[src/rtl/ram_arb_pkg.sv]
// Shared types and widths for the block-RAM arbiter.
// Latency: n/a (types and constants only).
// Backpressure: n/a.
package ram_arb_pkg;

  localparam int DEF_ADDR_W = 4;
  localparam int DEF_DATA_W = 4;
  localparam int MAX_NREQ   = 4;

  // Bits needed to hold values 0..n-1 (at least 1).
  function automatic int clog2(input int n);
    int r;
    r = 0;
    while ((1 << r) < n) r++;
    return (r == 0) ? 1 : r;
  endfunction

  // Requester id width, sized for the largest supported requester count.
  localparam int ID_W = clog2(MAX_NREQ);

  // One RAM command as seen at the RAM pins.
  typedef struct packed {
    logic                  en;
    logic                  we;
    logic [DEF_ADDR_W-1:0] addr;
    logic [DEF_DATA_W-1:0] data;
  } ram_cmd_t;

  // Tag travelling alongside an outstanding read.
  typedef struct packed {
    logic            valid;
    logic [ID_W-1:0] id;
  } rd_tag_t;

endpackage

[src/rtl/rr_arbiter.sv]
// Round-robin arbiter: one-hot grant searched from a rotating priority pointer.
// Latency: gnt is combinational from req and ptr; ptr updates on the grant edge.
// Backpressure: requesters hold req until granted; gnt forced low during reset.
module rr_arbiter #(
  parameter int NREQ = 2
) (
  input  logic            clk,
  input  logic            reset,
  input  logic [NREQ-1:0] req,
  output logic [NREQ-1:0] gnt
);

  localparam int PW = (NREQ > 1) ? $clog2(NREQ) : 1;

  logic [PW-1:0] r_ptr;
  logic [PW-1:0] w_ptr_nxt;
  logic          w_found;

  // Search from ptr upwards with wrap; first requester found wins.
  always_comb begin
    gnt       = '0;
    w_ptr_nxt = r_ptr;
    w_found   = 1'b0;
    if (reset) begin
      for (int j = 0; j < NREQ; j++) begin
        for (int i = 0; i < NREQ; i++) begin
          if (!w_found && req[i] && (((int'(r_ptr) + j) % NREQ) == i)) begin
            w_found   = 1'b1;
            gnt[i]    = 1'b1;
            w_ptr_nxt = PW'((i + 1) % NREQ);
          end
        end
      end
    end
  end

  // Pointer moves just past the granted requester; holds when idle.
  always_ff @(posedge clk) begin
    if (!reset) begin
      r_ptr <= '0;
    end else if (w_found) begin
      r_ptr <= w_ptr_nxt;
    end
  end

endmodule

[src/rtl/ram_arbiter.sv]
// Shares one single-port RAM among NREQ requesters, one access per cycle, round-robin.
// Latency: grant at T -> RAM command at T+1 -> rvalid/rdata at T+1+READ_LATENCY.
// Backpressure: req/gnt handshake; an ungranted requester holds req, we, addr and wdata.
module ram_arbiter
  import ram_arb_pkg::*;
#(
  parameter int NREQ         = 2,
  parameter int ADDR_W       = DEF_ADDR_W,
  parameter int DATA_W       = DEF_DATA_W,
  parameter int READ_LATENCY = 1
) (
  input  logic                     clk,
  input  logic                     reset,
  input  logic [NREQ-1:0]          req,
  input  logic [NREQ-1:0]          we,
  input  logic [NREQ*ADDR_W-1:0]   addr,
  input  logic [NREQ*DATA_W-1:0]   wdata,
  output logic [NREQ-1:0]          gnt,
  output logic [NREQ-1:0]          rvalid,
  output logic [DATA_W-1:0]        rdata,
  output logic                     ram_en,
  output logic                     ram_we,
  output logic [ADDR_W-1:0]        ram_addr,
  output logic [DATA_W-1:0]        ram_din,
  input  logic [DATA_W-1:0]        ram_dout
);

  logic              w_any;
  logic              w_sel_we;
  logic [ADDR_W-1:0] w_sel_addr;
  logic [DATA_W-1:0] w_sel_din;
  logic [ID_W-1:0]   w_sel_id;
  rd_tag_t           w_last_tag;

  logic              r_en;
  logic              r_we;
  logic [ADDR_W-1:0] r_addr;
  logic [DATA_W-1:0] r_din;
  logic [NREQ-1:0]   r_rvalid;
  rd_tag_t           r_tag [READ_LATENCY];

  rr_arbiter #(.NREQ(NREQ)) u_rr (
    .clk   (clk),
    .reset (reset),
    .req   (req),
    .gnt   (gnt)
  );

  assign w_any = |gnt;

  // Select the granted requester's command fields (gnt is one-hot).
  always_comb begin
    w_sel_we   = 1'b0;
    w_sel_addr = '0;
    w_sel_din  = '0;
    w_sel_id   = '0;
    for (int i = 0; i < NREQ; i++) begin
      if (gnt[i]) begin
        w_sel_we   = we[i];
        w_sel_addr = addr[i*ADDR_W +: ADDR_W];
        w_sel_din  = wdata[i*DATA_W +: DATA_W];
        w_sel_id   = ID_W'(i);
      end
    end
  end

  // Issue register: pulse enable on a grant; address/data hold when idle.
  always_ff @(posedge clk) begin
    if (!reset) begin
      r_en   <= 1'b0;
      r_we   <= 1'b0;
      r_addr <= '0;
      r_din  <= '0;
    end else if (w_any) begin
      r_en   <= 1'b1;
      r_we   <= w_sel_we;
      r_addr <= w_sel_addr;
      r_din  <= w_sel_din;
    end else begin
      r_en   <= 1'b0;
      r_we   <= 1'b0;
    end
  end

  // Read-tag shift pipeline, stage 0 aligned with the command at the RAM pins.
  always_ff @(posedge clk) begin
    if (!reset) begin
      for (int i = 0; i < READ_LATENCY; i++) r_tag[i] <= '0;
    end else begin
      r_tag[0] <= '{valid: w_any && !w_sel_we, id: w_sel_id};
      for (int i = 1; i < READ_LATENCY; i++) r_tag[i] <= r_tag[i-1];
    end
  end

  assign w_last_tag = r_tag[READ_LATENCY-1];

  // Decode the oldest tag into a one-cycle per-requester rvalid pulse.
  always_ff @(posedge clk) begin
    if (!reset) begin
      r_rvalid <= '0;
    end else begin
      for (int i = 0; i < NREQ; i++) begin
        r_rvalid[i] <= w_last_tag.valid && (w_last_tag.id == ID_W'(i));
      end
    end
  end

  assign ram_en   = r_en;
  assign ram_we   = r_we;
  assign ram_addr = r_addr;
  assign ram_din  = r_din;
  assign rvalid   = r_rvalid;
  assign rdata    = ram_dout;

endmodule

[config.mk]
export PLATFORM = sky130hd
export DESIGN_NAME = ram_arbiter
export DESIGN_NICKNAME = d
export VERILOG_FILES = /design/src/rtl/ram_arb_pkg.sv /design/src/rtl/rr_arbiter.sv /design/src/rtl/ram_arbiter.sv
export SDC_FILE = /design/constraint.sdc
export NUM_CORES = 1
export LEC_CHECK = 0
export ABC_CLOCK_PERIOD_IN_PS = 1500
export CELL_PAD_IN_SITES_DETAIL_PLACEMENT = 1
export CELL_PAD_IN_SITES_GLOBAL_PLACEMENT = 1
export CORE_ASPECT_RATIO = 1.2
export CORE_MARGIN = 4
export CORE_UTILIZATION = 26
export DETAILED_ROUTE_END_ITERATION = 7
export PLACE_DENSITY = 0.88
export SLEW_MARGIN = 10
export SYNTH_ARGS = -nofsm -noshare
export SYNTH_HDL_FRONTEND = slang
export SYNTH_HIERARCHICAL = 1
export SYNTH_SLANG_ARGS = --single-unit
[constraint.sdc]
create_clock -name clk -period 1.5 [get_ports clk]
set_input_delay 0.3 -clock clk [delete_from_list [all_inputs] [get_ports clk]]
set_output_delay 0.3 -clock clk [all_outputs]
set_load 0.1 [all_outputs]
## Word level (Yosys, flattened, before mapping)

Memories as Yosys holds them, arrays and structs flattened.
Index checks and enable logic that the tools add are counted.

- Register bits: 13
- Latch bits: 0
- RAM bits: 2
- ROM bits: 0
- Input bits: 26
- Output and inout bits: 18
- Word-level logic and storage cells: 61
- Memories: 1

Memories:

| name | words | bits a word | read ports | clocked after Yosys merged registers in | wr ports | line | text |
|---|---|---|---|---|---|---|---|
| r_tag | 1 | 2 | 1 | 0 | 1 | ram_arbiter.sv:40 | `rd_tag_t r_tag [READ_LATENCY];` |

- $add $sub $neg: 1
- Multipliers: 0
- Div/mod/pow operators: 0
- Order comparisons: 0
- Eq/ne operators: 2
- Shifts and indexed selects: 0
- Multiplexer cells: 28
- Bitwise operators: 1
- Reductions and logical operators: 22

Operator list:

| kind | number |
|---|---|
| zero test 32 bit | 2 |
| 2-to-1 mux 1 bit | 22 |
| 2-to-1 mux 4 bit | 4 |
| logical AND 1 bit | 10 |
| zero test 1 bit | 4 |
| 2-to-1 mux 2 bit | 2 |
| AND reduction 2 bit | 2 |
| nonzero test 4 bit | 1 |
| OR reduction 2 bit | 2 |
| == test 2 x 1 -> 1 bit (second input constant) | 1 |
| == test 2 bit (second input constant) | 1 |
| zero test 2 bit | 1 |
| adder 1 bit (second input constant) | 1 |
| AND 1 bit (first input constant) | 1 |

## Logic depth before layout (Yosys ltp)

- Depth in word-level cells: 24
- Depth in mapped cells: 6
- Depth with buffers taken out: 4

## Modules after synthesis

Netlist, hierarchy kept.

By module, submodules not included:

| module | instances | cells each | area an instance (um2) | sequential area each (um2) |
|---|---|---|---|---|
| ram_arbiter | 1 | 57 | 655.6 | 280.3 |
| rr_arbiter | 1 | 7 | 62.6 | 20.0 |

## Worst setup path after synthesis

No wires, ideal clock.

- Path kind: input port to flip-flop
- Start point: in req[0]
- End point: reg r_addr[0], in the netlist ram_addr[0]
- Library setup time: 116 ps
- Arrival time: 2705 ps
- Data required time: 1384 ps
- Path slack: -1322 ps
- Stages: 5
- Path buffers: 1
- Cells stage by stage: nand2_1 > a21oi_1 > buf_6 > mux2_4 > o211a_1

- Elaborated cells between the ends (all ways): 23
- Classes of those cells: mux (12); reduce/logical (11)

RTL lines:

| item | line | text |
|---|---|---|
| from (decl) | ram_arbiter.sv:14 | `input logic [NREQ-1:0] req,` |
| logical AND 1 bit | rr_arbiter.sv:27 | `if (!w_found && req[i] && (((int'(r_ptr) + j) % NREQ) == i)) begin` |
| 2-to-1 mux 1 bit | rr_arbiter.sv:27 |  |
| 2-to-1 mux 1 bit | rr_arbiter.sv:24 | `if (reset) begin` |
| zero test 1 bit | rr_arbiter.sv:27 |  |
| logical AND 1 bit (2 in a row) | rr_arbiter.sv:27 |  |
| 2-to-1 mux 1 bit | rr_arbiter.sv:27 |  |
| 2-to-1 mux 1 bit | rr_arbiter.sv:24 |  |
| zero test 1 bit | rr_arbiter.sv:27 |  |
| logical AND 1 bit (2 in a row) | rr_arbiter.sv:27 |  |
| 2-to-1 mux 1 bit (*) | rr_arbiter.sv:27 |  |
| 2-to-1 mux 2 bit (*) | rr_arbiter.sv:24 |  |
| via gnt[0] | ram_arbiter.sv:18 | `output logic [NREQ-1:0] gnt,` |
| 2-to-1 mux 4 bit (2 in a row) | ram_arbiter.sv:58 | `if (gnt[i]) begin` |
| to (signal assigned) | ram_arbiter.sv:77 | `r_addr <= w_sel_addr;` |
| to (decl) | ram_arbiter.sv:37 | `logic [ADDR_W-1:0] r_addr;` |

Mark *: on every way through the listed nets, which the timed path passes. The rest lies on a longest branch. The select of a mux whose other input is x is not followed.
A chain may end at the register's enable or synchronous reset.

## Worst setup path after layout

- Start point: reg u_rr.r_ptr
- End point: out gnt[0]

- Longest elaborated chain between the ends: 14
- Elaborated cells between the ends (all ways): 17
- Classes of those cells: add/sub (1); mux (6); bitwise (1); reduce/logical (9)

Ends and longest elaborated chain:

| item | line | text |
|---|---|---|
| from (decl) | rr_arbiter.sv:15 | `logic [PW-1:0] r_ptr;` |
| from (signal assigned) | rr_arbiter.sv:42 | `r_ptr <= w_ptr_nxt;` |
| zero test 32 bit | rr_arbiter.sv:27 |  |
| logical AND 1 bit | rr_arbiter.sv:27 |  |
| 2-to-1 mux 1 bit | rr_arbiter.sv:27 |  |
| 2-to-1 mux 1 bit | rr_arbiter.sv:24 |  |
| zero test 1 bit | rr_arbiter.sv:27 |  |
| logical AND 1 bit (2 in a row) | rr_arbiter.sv:27 |  |
| 2-to-1 mux 1 bit | rr_arbiter.sv:27 |  |
| 2-to-1 mux 1 bit | rr_arbiter.sv:24 |  |
| zero test 1 bit | rr_arbiter.sv:27 |  |
| logical AND 1 bit (2 in a row) | rr_arbiter.sv:27 |  |
| 2-to-1 mux 1 bit (*) | rr_arbiter.sv:27 |  |
| 2-to-1 mux 2 bit (*) | rr_arbiter.sv:24 |  |
| to (decl) | ram_arbiter.sv:18 |  |

Every way passes the cells marked *; elsewhere a longest branch is shown, timed or not. The select of a mux whose other input is x is not followed.

==> results.json <==
{
  "synthAdderAreaFrac": 0,
  "clkLatencyLatePin_ns": 0.28,
  "slew_headroom": 0.890,
  "first_global_vias": 697,
  "synthToLayoutAreaGrowth_pct": 88.0,
  "ys_seq_area_frac": 0.418,
  "drt_iter0_drc": 9,
  "slowest_delay_ns": 0.35,
  "cts_made_buffers": 3,
  "setup_slack_ns": 0.0441,
  "postSynthCellCount": 64,
  "die_h_um": 65.6,
  "die_w_um": 56.0,
  "p_leak_uw": 0.000631,
  "yosys.area_share.simple": 0.178,
  "htreeDepth": 1,
  "worstSetupPathType": "reg -> out",
  "cp_common_cell": "buf_12",
  "critical_path.cell_chain": "a21oi_4 > buf_12 > buf_4 > buf_12",
  "power_frac_seq": 0.392,
  "clk_path_buf_depth": 2,
  "cp_top_family": "buffers and inverters",
  "ctsHoldBuffers": 0,
  "rows": 20,
  "drt_pass1_iterations": 3,
  "synth_top_cell_by_area": "dfxtp_1",
  "intPower_uw": 750,
  "path_buf_inv": 3,
  "placed_cells_incl_taps": 133,
  "routed_wl_um": 2030,
  "synth-edff-count": 0,
  "netlist_top_cells_count": "15 x dfxtp_1, 8 x o211a_1, 7 x mux2_4, 7 x nand2b_1, 5 x buf_4",
  "dpl.hpwl_um": 1540,
  "nets": 135,
  "min-delay-path-class": "in -> reg",
  "ys.warnings.count": 6,
  "end_kind": "primary output",
  "comb_power_share": 0.410,
  "rrSetupSlack_ns": 0.06,
  "period_minus_slack_ns": 1.46,
  "synthFlopType": "dfxtp_1",
  "p_clk_frac": 0.198,
  "synth_compound_area_frac": 0.160,
  "synth_most_common_cell": "dfxtp_1",
  "ir_drop_mv": 0.356,
  "crit_start": "u_rr/r_ptr",
  "post_drt_wl_per_cell_um": 14.4,
  "worstPathArrival_ns": 1.16,
  "endpoint": "gnt[0]",
  "cp_num_cells": 4,
  "cts_root_buf": "clkbuf_4",
  "ys_ff_latch": 15,
  "synth_area_um2": 718,
  "start_kind": "flip-flop",
  "grt_overflow": 0,
  "required_ns": 1.20,
  "avgSynthCellArea_um2": 11.2,
  "cts_tree": "yes",
  "initial_utilization": 0.279,
  "r2r-end": "ram_din[1]",
  "r2r_cells": 5,
  "synthArstFlopShare": 0,
  "vias": 632,
  "grt_antenna_before_repair": 0,
  "place_ws_ns": -0.390,
  "placed_area_mm2": 0.00130,
  "setup_viol": 0,
  "final_area_mm2": 0.00135,
  "fin_skew_ns": 0.00179,
  "drv_slew": 0,
  "p_sw_uw": 399,
  "gp_congestion": 0.735,
  "synth_top_family_by_area": "simple AND/OR/NAND/NOR gates",
  "fin_cells": 141,
  "numPortBuffers": 35,
  "fillers": 282,
  "run_status": "completed",
  "finalHoldViolCount": 0,
  "drive_above_1_share": 0.417,
  "drc": 0,
  "io_pins": 44,
  "hold_ws_ns": 0.301,
  "grt_max_degree": 17,
  "track_usage": 0.111,
  "syn_nets": 90,
  "worst_path_max_delay_cell": "dfxtp_2",
  "clock-sinks": 15,
  "drtAntennaViolNets": 0,
  "synth_top_area_frac": 0.418,
  "fin_crit_sh": 0.971,
  "crit_fanout": 3,
  "via_per_inst": 4.48,
  "p_per_area_mw_per_mm2": 851,
  "synth_area_leaders": "dfxtp_1 42%, mux2_4 15%, o211a_1 11%",
  "path_clk_slew_ns": 0.09,
  "synth-xor-area-share": 0,
  "num_antenna_cells": 0,
  "synth_cell_types": 21,
  "worstMarginPinSlew_ns": 0.163,
  "switching_share": 0.348,
  "die_area_mm2": 0.00367,
  "grt_pass1_wl_um": 3260,
  "core_mm2": 0.00258,
  "muxShareOfSynthArea": 0.162,
  "worstReg2RegStart": "u_rr/r_ptr",
  "cap_violations": 0,
  "grt_setup_unrepaired": "false",
  "fmax_mhz": 687
}
how the worst min path moves through the flow:
| stage | startpoint | end | slack [ns] | cells after the start |
|---|---|---|---|---|
| global placement | r_tag[0][0] | rvalid[0] | 0.39 | 1 |
| global route | req[0] | u_rr/r_ptr | 0.31 | 3 |
| detailed placement | r_tag[0][0] | rvalid[0] | 0.43 | 1 |
| finish | req[0] | u_rr/r_ptr | 0.30 | 3 |
| floorplan | r_tag[0][0] | rvalid[0] | 0.38 | 1 |
| CTS | req[0] | u_rr/r_ptr | 0.44 | 3 |
power by group through the flow:
stage / Combinational [µW] / Sequential, µW / Clock, µW
3_3_place_gp: 457 / 459 / 0
6_report: 471 / 450 / 228
5_1_grt: 489 / 453 / 250
4_1_cts: 472 / 451 / 241
3_5_place_dp: 466 / 459 / 0
2_1_floorplan: 168 / 600 / 0
per-layer routing:
| metal | vias up | track usage | part of all wire |
|---|---|---|---|
| met5 | - | 0 | 0 |
| met3 | 0 | 0.0393 | 0.093 |
| met4 | 0 | 0.0267 | 0 |
| li1 | 307 | - | - |
| met2 | 26 | 0.206 | 0.53 |
| met1 | 299 | 0.120 | 0.38 |
area by class of cell:
class / count / area, µm² / area share
Clock buffer: 4 / 26.3 / 0.0195
Multi-Input combinational cell: 41 / 383 / 0.284
Sequential cell: 15 / 302 / 0.223
Tap cell: 33 / 41.3 / 0.0306
Timing Repair Buffer: 48 / 598 / 0.443
state kept, by name, summed over array words and instances, names as in the netlist:
signal      cells
r_tag           2
ram_din         4
u_rr/r_ptr      1
ram_we          1
ram_en          1
ram_addr        4
rvalid          2
through the flow:
| stage | TNS [ns] | utilization | power, µW |
|---|---|---|---|
| after global routing | 0 | 0.524 | 1190 |
| final | 0 | 0.524 | 1150 |
| after detailed placement | -4.24 | 0.503 | 926 |
| after CTS | 0 | 0.522 | 1160 |
| after global placement | -3.91 | 0.503 | 916 |
| after floorplan | -2.05 | - | 768 |
placed cells by master (no fill, tap or decap), types with 2 or more instances in the layout:
| cell | count |
|---|---|
| or2b_1 | 2 |
| dfxtp_1 | 14 |
| clkbuf_4 | 3 |
| buf_4 | 11 |
| nand2_1 | 2 |
| buf_12 | 15 |
| o211a_1 | 8 |
| nand2b_1 | 7 |
| o21a_1 | 2 |
| clkdlybuf4s50_1 | 18 |
| mux2_4 | 7 |
worst min-delay path, stage by stage:
cell and delay (ns):
clkbuf_2 0.12, nand2b_4 0.07, a21boi_1 0.05
repair_timing:
action | 4_1_cts | 5_1_grt
buffers inserted | 3 | 1
hold endpoints to repair | 0 | 0
endpoints found under the setup margin | 9 | 8
pin swaps | 1 | 1
resized for setup | 5 | 2
cells by family after synthesis:
group,Yosys count
buf+inv,8
mux,8
flops,15
simple gates,20
compound gates,13
Power figures use the tool's default switching activity.
